### src/rtl/reg_file_seq.sv
// Initiator-side sequencer for reg_file: reads both operands, optionally writes back an
// @Rn+ autoincrement, waits for the ALU result, then writes the result to the destination.
module reg_file_seq #(
  parameter int unsigned INC_WORD = 2,
  parameter int unsigned INC_BYTE = 1
) (
  input  logic        clk,
  input  logic        rst_n,
  input  logic        start,
  input  logic [3:0]  ins_sa,
  input  logic [3:0]  ins_da,
  input  logic [1:0]  ins_as,
  input  logic        ins_bw,
  input  logic        ins_wb,
  input  logic [15:0] Sout,
  input  logic [15:0] Dout,
  input  logic [15:0] alu_res,
  input  logic        res_valid,
  output logic [3:0]  SA,
  output logic [3:0]  DA,
  output logic [1:0]  As,
  output logic        RW,
  output logic [15:0] Din,
  output logic [15:0] src_op,
  output logic [15:0] dst_op,
  output logic        op_valid,
  output logic        busy,
  output logic        done
);

  // state | meaning
  // IDLE  | waiting for start
  // READ  | present SA/DA, capture Sout/Dout
  // INC   | write autoincremented source back to Rsa
  // OPV   | operands valid, waiting for res_valid
  // WB    | write ALU result to Rda
  // DONE  | one-cycle completion pulse
  localparam logic [2:0] S_IDLE = 3'd0;
  localparam logic [2:0] S_READ = 3'd1;
  localparam logic [2:0] S_INC  = 3'd2;
  localparam logic [2:0] S_OPV  = 3'd3;
  localparam logic [2:0] S_WB   = 3'd4;
  localparam logic [2:0] S_DONE = 3'd5;

  logic [2:0]  state_q, state_d;
  logic [3:0]  sa_q, da_q;
  logic [1:0]  as_q;
  logic        bw_q, wb_q;
  logic [15:0] src_q, dst_q;
  logic        inc_en;
  logic [15:0] inc_step;
  logic [15:0] wb_data;

  // R2/R3 in mode 11 are the constant generator and are never incremented
  assign inc_en   = (as_q == 2'b11) && (sa_q[3:1] != 3'b001);
  assign inc_step = (bw_q && (sa_q >= 4'd4)) ? 16'(INC_BYTE) : 16'(INC_WORD);
  assign wb_data  = bw_q ? {8'h00, alu_res[7:0]} : alu_res;

  always_comb begin
    state_d = state_q;
    case (state_q)
      S_IDLE:  if (start) state_d = S_READ;
      S_READ:  state_d = inc_en ? S_INC : S_OPV;
      S_INC:   state_d = S_OPV;
      S_OPV:   if (res_valid) state_d = wb_q ? S_WB : S_DONE;
      S_WB:    state_d = S_DONE;
      S_DONE:  state_d = S_IDLE;
      default: state_d = S_IDLE;
    endcase
  end

  always_ff @(posedge clk) begin
    if (!rst_n) begin
      state_q <= S_IDLE;
      sa_q    <= '0;
      da_q    <= '0;
      as_q    <= '0;
      bw_q    <= 1'b0;
      wb_q    <= 1'b0;
      src_q   <= '0;
      dst_q   <= '0;
    end else begin
      state_q <= state_d;
      if (state_q == S_IDLE && start) begin
        sa_q <= ins_sa;
        da_q <= ins_da;
        as_q <= ins_as;
        bw_q <= ins_bw;
        wb_q <= ins_wb;
      end
      if (state_q == S_READ) begin
        src_q <= Sout;
        dst_q <= Dout;
      end
    end
  end

  always_comb begin
    RW  = 1'b0;
    DA  = da_q;
    Din = '0;
    case (state_q)
      S_INC: begin
        RW  = 1'b1;
        DA  = sa_q;
        Din = src_q + inc_step;
      end
      S_WB: begin
        RW  = 1'b1;
        Din = wb_data;
      end
      default: ;
    endcase
  end

  assign SA       = sa_q;
  assign As       = as_q;
  assign src_op   = src_q;
  assign dst_op   = dst_q;
  assign op_valid = (state_q == S_OPV);
  assign busy     = (state_q != S_IDLE);
  assign done     = (state_q == S_DONE);

endmodule
### config.mk
export PLATFORM = sky130hd
export DESIGN_NAME = reg_file_seq
export DESIGN_NICKNAME = d
export VERILOG_FILES = /design/src/rtl/reg_file_seq.sv
export SDC_FILE = /design/constraint.sdc
export NUM_CORES = 1
export LEC_CHECK = 0
export ABC_AREA = 1
export CORE_MARGIN = 1
export CORE_UTILIZATION = 39
export CTS_CLUSTER_SIZE = 8
export DETAILED_ROUTE_END_ITERATION = 7
export PLACE_DENSITY = 0.83
export SLEW_MARGIN = 40
export SYNTH_ARGS = -nofsm -noshare
export SYNTH_HDL_FRONTEND = slang
export SYNTH_SLANG_ARGS = --single-unit
### constraint.sdc
create_clock -name clk -period 2.4 [get_ports clk]
set_input_delay 0.24 -clock clk [delete_from_list [all_inputs] [get_ports clk]]
set_output_delay 0.24 -clock clk [all_outputs]
set_load 0.05 [all_outputs]
Word level (Yosys, flattened, before mapping)
Index checks and enable logic that the tools add are counted.

Add/subtract/negate cells: 1. Reductions and logical operators: 7. Muxes and demuxes: 10. $lt $le $gt $ge: 1. Equality and inequality tests: 9.

Operators by type and width (count): $pmux W16 S2 (1); $add A16 B2 Y16 (1); $mux W16 (1); $pmux W3 S5 (1); $eq A3 B2 Y1 const B (2); $eq A3 B3 Y1 const B (2); $mux W3 (2); $ge A4 B3 Y1 const B (1); $mux W4 (1); $ne A2 B2 Y1 const B (2); $eq A3 B1 Y1 const B (1); $logic_and A1 B1 Y1 (3); $logic_not A3 Y1 (1); $mux W1 (3); $ne A3 B1 Y1 const B (1); $reduce_bool A3 Y1 (1); $eq A2 B2 Y1 const B (1); $mux W2 (1); $reduce_and A2 Y1 (1); $reduce_or A2 Y1 (1).

Word-level logic and storage cells: 36. Output and inout port bits: 62. Flip-flop bits (word level): 47.

Logic depth before layout (Yosys ltp)
Depth after elaboration: 5. Depth in mapped cells: 12. Gate-level depth less buffers: 12.

Worst setup path after synthesis
No wires, ideal clock.

Kind: register -> output. Start: reg sa_q[3], in the netlist SA[3]. End: out Din[4]. Setup slack: -0.857 ns. Buffers on the path: 0. Cell stages (with the launch flop): 9. Data required time: 2.160 ns. Arrival: 3.017 ns. Path through: dfxtp_1 -> inv_1 -> a21oi_1 -> ha_1 -> inv_1 -> fa_1 -> inv_1 -> a31oi_1 -> o31ai_1.

Cells in the longest elaborated chain, start to end: 5.

RTL lines: start: declaration (RTL line 46) `logic [3:0] sa_q, da_q;`; start signal: assignment (RTL line 85) `sa_q <= ins_sa;`; $ge A4 B3 Y1 (RTL line 56) `assign inc_step = (bw_q && (sa_q >= 4'd4)) ? 16'(INC_BYTE) : 16'(INC_WORD);`; $logic_and A1 B1 Y1 (RTL line 56); $mux W2 (RTL line 56); $add A16 B2 Y16 (RTL line 106) `Din = src_q + inc_step;`; $pmux W16 S2 (RTL line 102) `case (state_q)`; end: declaration (RTL line 23) `output logic [15:0] Din,`.

Every way passes these cells.

Final worst setup path
Start: reg sa_q[2], in the netlist SA[2]. End: out Din[8].

The elaborated chain is that of the path after synthesis.

==> Flow_metrics.wiki <==
{| class="wikitable"
! Metric !! Value
|-
| Status || finished, violations left
|-
| Failing checks || negative setup slack
|-
| Via count || 2,769
|-
| Worst min path class || register to register
|-
| Crit path max-delay cell type || sky130_fd_sc_hd__dfxtp_4
|-
| Global-route wire length before repair || 11,500 microns
|-
| Avg Inst Size Synth || 6.824 sq um
|-
| Post-synth cell types || 28
|-
| I/O pin count || 126
|-
| R2R cell count || 5
|-
| Number of filler instances in the final layout || 466
|-
| Final hold violation count || 0
|-
| Std cell rows || 28
|-
| Part of the cycle the worst path needs || 106.7%
|-
| Maximum clock frequency || 0.3904 GHz
|-
| Routability-driven placement congestion ratio || 0.8869
|-
| Area growth from synthesis to layout || 73.65%
|-
| 1st-pass router iterations || 4
|-
| Final setup vio count || 11
|-
| CTS Sinks || 47
|-
| Post-synthesis instance area || 2389 sq um
|-
| CTS buffer count || 5
|-
| Wirelength, routed || 7569 microns
|-
| Final HPWL DP || 5329 microns
|-
| Sequential fraction of the synthesis area || 39.39%
|-
| Capturing instance or port of the critical path || Din[8]
|-
| Die width || 80.26 microns
|-
| DR iter-0 viols || 161
|-
| Max-slew violation count || 0
|-
| Type of element capturing the critical path || primary output
|-
| Nets@finish || 546
|-
| Critical Path AT || 2.32 ns
|-
| Post-Synthesis Cells || 350
|-
| Skew final || 0.006582 ns
|-
| Worst R2R Start || state_q[2]
|-
| Congestion Overflow GR || 0
|-
| Register-to-Register Setup Slack || 0.77 ns
|-
| Type of the worst setup path || register to primary output
|-
| Max VDD drop || 503.1 uV
|-
| Number of warnings reported in the yosys synthesis log || 0
|-
| Post-route core utilization || 70.05%
|-
| Maximum number of pins on one net before global-route repair || 47
|-
| DIE AREA || 6442 sq um
|-
| Effective utilization at floorplan || 40.34%
|-
| Leakage power || 1.686 nW
|-
| CP cell instances || inv_4, a21oi_4, ha_4, inv_2, fa_2, inv_2, nand2_4, nor2_4, nand3_2, o21ai_2, nand2_2, nand2_4, buf_12
|-
| Min Clock Period, post-route || 2.561 ns
|-
| Post-placement setup slack || -0.03225 ns
|-
| Inserted Diodes || 0
|-
| Root buf cell || sky130_fd_sc_hd__clkbuf_8
|-
| Actual slew at the worst max-slew pin || 0.5357 ns
|-
| CTS tree || yes
|-
| Headroom to the max-slew limit || 64.18%
|-
| Post-place instance area || 3850 sq um
|-
| Number of port buffers || 125
|-
| Number of synthesized register bits || 47
|-
| Worst Hold Margin || 0.4472 ns
|-
| Via count of the first global-routing pass || 2,519
|-
| Final non-filler cell area || 4148 sq um
|-
| Placeable core region || 5921 sq um
|-
| Overall global routing resource usage || 22.83%
|-
| Final worst slack || -0.1612 ns
|-
| Post-synth net total || 417
|-
| Areal power density over the cells || 845.5 nW/um^2
|-
| Critical path depth || 13
|-
| Clk buf depth || 2
|-
| Post-layout power || 0.003507 W
|-
| Antenna violation net count after detailed routing || 0
|-
| Clock latency of the later-clocked register in the worst-skew pair || 0.29 ns
|-
| Max capacitance violation total || 0
|-
| Register clock-pin slew on the reported worst setup and hold paths || 0.08 ns
|-
| Maximum fanout along the worst path || 4
|-
| Antenna violations before repair || 0
|-
| Crit-path leading delay family || simple AND/OR/NAND/NOR gates
|-
| Layout cells sized above 1 || 21.25%
|-
| Max H-tree Level || 2
|-
| Die extent in y || 80.26 microns
|-
| CTS Hold Bufs || 0
|-
| Worst flop-to-flop path endpoint || state_q[1]
|-
| Number of DRC violations after detailed routing || 0
|-
| CP Launch Point || SA[2]
|-
| Number of buffers and inverters on the critical path || 4
|-
| Unrepaired setup endpoints after global routing || true
|-
| Delay contributed by the slowest stage of the critical path || 0.37 ns
|-
| Worst Setup Start Kind || register
|-
| Wire length per cell after detailed routing || 13.64 microns
|-
| Drt via density || 4.989
|-
| Required time at the worst-slack endpoint || 2.16 ns
|}
## final cells by class
class / instances / area [sq um] / share of cell area [%]
clock inverters: 2 / 7.507 / 0.1810
multi-input cells: 247 / 1378 / 33.21
inverters: 41 / 158.9 / 3.831
well taps: 75 / 93.84 / 2.262
repair buffers: 137 / 1488 / 35.87
flip-flops and latches: 47 / 949.7 / 22.90
clock buffers: 6 / 72.57 / 1.750
## worst min path at each step
| stage | slack, ns | from | depth (start not counted) | end |
|---|---|---|---|---|
| 2_1_floorplan | 0.37 | Sout[0] | 2 | src_op[0] |
| 3_3_place_gp | 0.43 | da_q[1] | 2 | da_q[1] |
| 3_5_place_dp | 0.44 | da_q[1] | 2 | da_q[1] |
| 5_1_grt | 0.46 | da_q[3] | 2 | da_q[3] |
| 6_report | 0.45 | da_q[1] | 2 | da_q[1] |
| 4_1_cts | 0.45 | da_q[1] | 2 | da_q[1] |
## stage by stage
stage	TNS, ns	instances
floorplan	0	350
global placement	0	539
detailed placement	-0.03225	539
CTS	-1.023	551
global route	-2.379	555
finish	-0.9344	555
## cell families after synthesis
kind of cell,synth area share [%]
AO/OA/AOI/OAI,20.53
AND/OR/NAND/NOR,27.19
adder cells (fa/ha/maj),1.886
buffers and inverters,11.00
flip-flops,39.39
## worst reg2reg max path: cells and delay by family (launching register included)
family / cells / cell delay, ns
DFF: 1 / 0.44
buffers and inverters: 3 / 0.88
and+or+nand+nor: 1 / 0.07
AOI/OAI and AO/OA: 1 / 0.12
## sequential cells by signal, indices dropped and copies added (netlist names)
register / count
As: 2
SA: 4
bw_q: 1
da_q: 4
dst_op: 16
src_op: 16
state_q: 3
wb_q: 1
## layout by cell type, fill, tap and decap left out, types with 3 or more instances in the layout
cell,Yosys,routed
sky130_fd_sc_hd__clkdlybuf4s50_1,0,104
sky130_fd_sc_hd__nand2_1,65,51
sky130_fd_sc_hd__nor2_1,51,49
sky130_fd_sc_hd__dfxtp_1,47,44
sky130_fd_sc_hd__o21ai_0,49,42
sky130_fd_sc_hd__inv_1,35,30
sky130_fd_sc_hd__a21oi_1,29,27
sky130_fd_sc_hd__buf_12,0,15
sky130_fd_sc_hd__buf_4,3,15
sky130_fd_sc_hd__o21ai_1,9,12
sky130_fd_sc_hd__nand2_2,2,11
sky130_fd_sc_hd__nand3_2,1,11
sky130_fd_sc_hd__inv_2,6,9
sky130_fd_sc_hd__nand3_1,17,7
sky130_fd_sc_hd__o21ai_2,3,6
sky130_fd_sc_hd__nor2_2,4,5
sky130_fd_sc_hd__nand2_4,0,5
sky130_fd_sc_hd__clkbuf_8,0,5
sky130_fd_sc_hd__nor2_4,2,3
sky130_fd_sc_hd__buf_6,5,3
## synth_stat cells
cell | instances | area share [%]
sky130_fd_sc_hd__nand2_1 | 65 | 10
sky130_fd_sc_hd__o21ai_1 | 9 | 1.9
sky130_fd_sc_hd__o31ai_1 | 1 | 0.31
sky130_fd_sc_hd__nor3_2 | 3 | 1.3
sky130_fd_sc_hd__nand3_1 | 17 | 3.6
sky130_fd_sc_hd__or2_1 | 1 | 0.26
sky130_fd_sc_hd__nor2_2 | 4 | 1.0
sky130_fd_sc_hd__nand2_2 | 2 | 0.52
sky130_fd_sc_hd__buf_4 | 3 | 0.94
sky130_fd_sc_hd__dfxtp_1 | 47 | 39
sky130_fd_sc_hd__buf_2 | 3 | 0.63
sky130_fd_sc_hd__nor3_1 | 2 | 0.42
sky130_fd_sc_hd__nand3_2 | 1 | 0.42
sky130_fd_sc_hd__clkbuf_1 | 3 | 0.47
sky130_fd_sc_hd__inv_2 | 6 | 0.94
sky130_fd_sc_hd__buf_1 | 1 | 0.16
sky130_fd_sc_hd__inv_1 | 35 | 5.5
sky130_fd_sc_hd__a22o_1 | 1 | 0.37
sky130_fd_sc_hd__o21ai_2 | 3 | 1.1
sky130_fd_sc_hd__o21ai_0 | 49 | 10
sky130_fd_sc_hd__nand4_1 | 2 | 0.52
sky130_fd_sc_hd__nor2_4 | 2 | 0.94
sky130_fd_sc_hd__fa_1 | 1 | 0.84
sky130_fd_sc_hd__ha_1 | 2 | 1.0
sky130_fd_sc_hd__a31oi_1 | 2 | 0.52
sky130_fd_sc_hd__nor2_1 | 51 | 8.0
sky130_fd_sc_hd__a21oi_1 | 29 | 6.1
sky130_fd_sc_hd__buf_6 | 5 | 2.4
## power breakdown
group / total (W) / leakage (nW) / internal [W] / switching [W]
sequential: 0.00111 / 0.390 / 0.000960 / 0.000149
combinational: 0.00196 / 1.26 / 0.000670 / 0.00129
clock: 0.000441 / 0.0403 / 0.000199 / 0.000242
## metal layers
metal	GRT usage [%]	up-vias	wire [microns]
met4	8.750	0	178
met2	38.97	112	3706
met1	27.83	1247	3172
met5	0	-	0
met3	5.000	15	511
li1	-	1395	-
## repair_timing
item                       4_1_cts  5_1_grt
setup endpoints to repair       12       13
setup buffers                    4        5
gates resized for setup         24       21
pin swaps                       15       14
Power figures use the tool's default switching activity.
==> patch, RTL diff (config.mk and constraints unchanged) <==
Put one more register stage on the output `dst_op`, with the module's reset. The value now appears one clock later. The other outputs are not delayed to match.
--- a/src/rtl/reg_file_seq.sv
+++ b/src/rtl/reg_file_seq.sv
@@ -116,7 +116,13 @@
   assign SA       = sa_q;
   assign As       = as_q;
   assign src_op   = src_q;
-  assign dst_op   = dst_q;
+  always_ff @(posedge clk) begin
+    if (!rst_n) begin
+      dst_op <= '0;
+    end else begin
+      dst_op <= dst_q;
+    end
+  end
   assign op_valid = (state_q == S_OPV);
   assign busy     = (state_q != S_IDLE);
   assign done     = (state_q == S_DONE);
Formal check against the unedited RTL: not equivalent (Yosys sat finds a counterexample within 4 cycles, from zero or initial values and one cycle with rst_n low).
==> patch against the unedited design <==
- the run still ends with negative setup slack left
- total power increased by 15%
- final area increased by 13%
- wire length increased by 8.1%
- critical path depth unchanged
- setup slack improved by 2.9 ps
- combinational power decreased by 6%
- non-clock buffer count increased by 1
- utilization decreased by 2.3 points
- synthesized area increased by 18%
- sequential cell count increased by 16
- clock skew increased by 1.5 ps
- global-route usage decreased by 0.34 points
- sequential share of layout area increased by 4.3 points
- sequential power increased by 28%
- largest power group unchanged
==> patch: results (changes against the unedited design) <==
\begin{tabular}{lr}
\hline
Metric & Value \\
\hline
\multicolumn{2}{l}{\textbf{Finish}} \\
\quad Count of non-filler cells in the finished layout & 633 (+14\%) \\
\quad Sequential cell area & 0.00127 mm\^{}2 (+34\%) \\
\quad Layout multi-input combinational cell count & 263 (+6.5\%) \\
\quad Fraction of standard cell area in multi-input logic & 30.3\% (-2.9 points) \\
\quad Layout inverter count without the clock tree & 57 (+39\%) \\
\quad Clock network share of area & 3.50\% (+1.6 points) \\
\quad Portion of the layout cell area used by non-clock buffers & 31.8\% (-4.1 points) \\
\multicolumn{2}{l}{\textbf{Timing}} \\
\quad Setup Viol. Count Final & 12 (+1) \\
\quad Crit path setup slack, layout & -158 ps (+2.93 ps) \\
\multicolumn{2}{l}{\textbf{Power and ir drop}} \\
\quad Post-layout power & 4040 uW (+15\%) \\
\quad Part of the power in the clock network & 19.1\% (+6.5 points) \\
\quad Power density over the cells & 863 mW/mm\^{}2 (+2.1\%) \\
\multicolumn{2}{l}{\textbf{Clock tree}} \\
\quad Clock insertion delay at the later pin of the skew report & 330 ps (+40 ps) \\
\quad Number of resized instances in the post-cts repair step & 17 (-29\%) \\
\quad Number of buffers created by CTS & 9 (+4) \\
\multicolumn{2}{l}{\textbf{Route}} \\
\quad Final wirelength & 8180 um (+8.1\%) \\
\quad Iter 0 DRT Violations & 141 (-12\%) \\
\multicolumn{2}{l}{\textbf{Global route}} \\
\quad Largest net degree at the start of global routing & 63 (+34\%) \\
\quad Wire length of the first global-routing pass & 13100 um (+14\%) \\
\multicolumn{2}{l}{\textbf{Place}} \\
\quad Placed Area & 0.00434 mm\^{}2 (+13\%) \\
\multicolumn{2}{l}{\textbf{Yosys}} \\
\quad Compound-gate portion of the synthesized area & 17.1\% (-3.5 points) \\
\multicolumn{2}{l}{\textbf{Floorplan}} \\
\quad Core Region & 0.00691 mm\^{}2 (+17\%) \\
\multicolumn{2}{l}{\textbf{Run status}} \\
\quad Violated checks & negative setup slack \\
\quad Outcome & complete, but fails checks \\
\multicolumn{2}{l}{\textbf{Setup path}} \\
\quad Reg2Reg Setup Slack & 820 ps (+50 ps) \\
\quad FF-to-FF path depth & 4 (-1) \\
\hline
\end{tabular}
[patch: cell types whose count changed in the layout (fill, tap and decap cells not counted), sizes merged]
cell	before	now
nand2	67	83
clkinv	2	3
buf	33	34
dlymetal6s2s	0	1
clkbuf	6	10
o21ai	61	60
clkinvlp	0	2
dfxtp	47	63
inv	41	58
clkdlybuf4s50	104	103
nor2	57	58
[patch: worst max-delay path, delay by kind of cell, from the launching register on]
kind / cells / cell delay [ps]
AOI/OAI and AO/OA: 2 / 310
adders and majority gates: 2 / 500
buffers and inverters: 4 / 290
DFF: 1 / 360
and+or+nand+nor: 5 / 520
[patch: metal layers]
layer,share of wire (%),GRT usage (%),vias to the layer above
li1,-,-,1530
met1,42,27.4,1368
met2,49,38.7,111
met3,6.5,4.08,19
met4,2.6,10.3,0
met5,0,0,-
[patch: kinds of logic after synthesis]
kind of cell               Yosys count
buffers and inverters               74
DFF                                 63
AOI/OAI and AO/OA                   93
and+or+nand+nor                    167
adders and majority gates            3
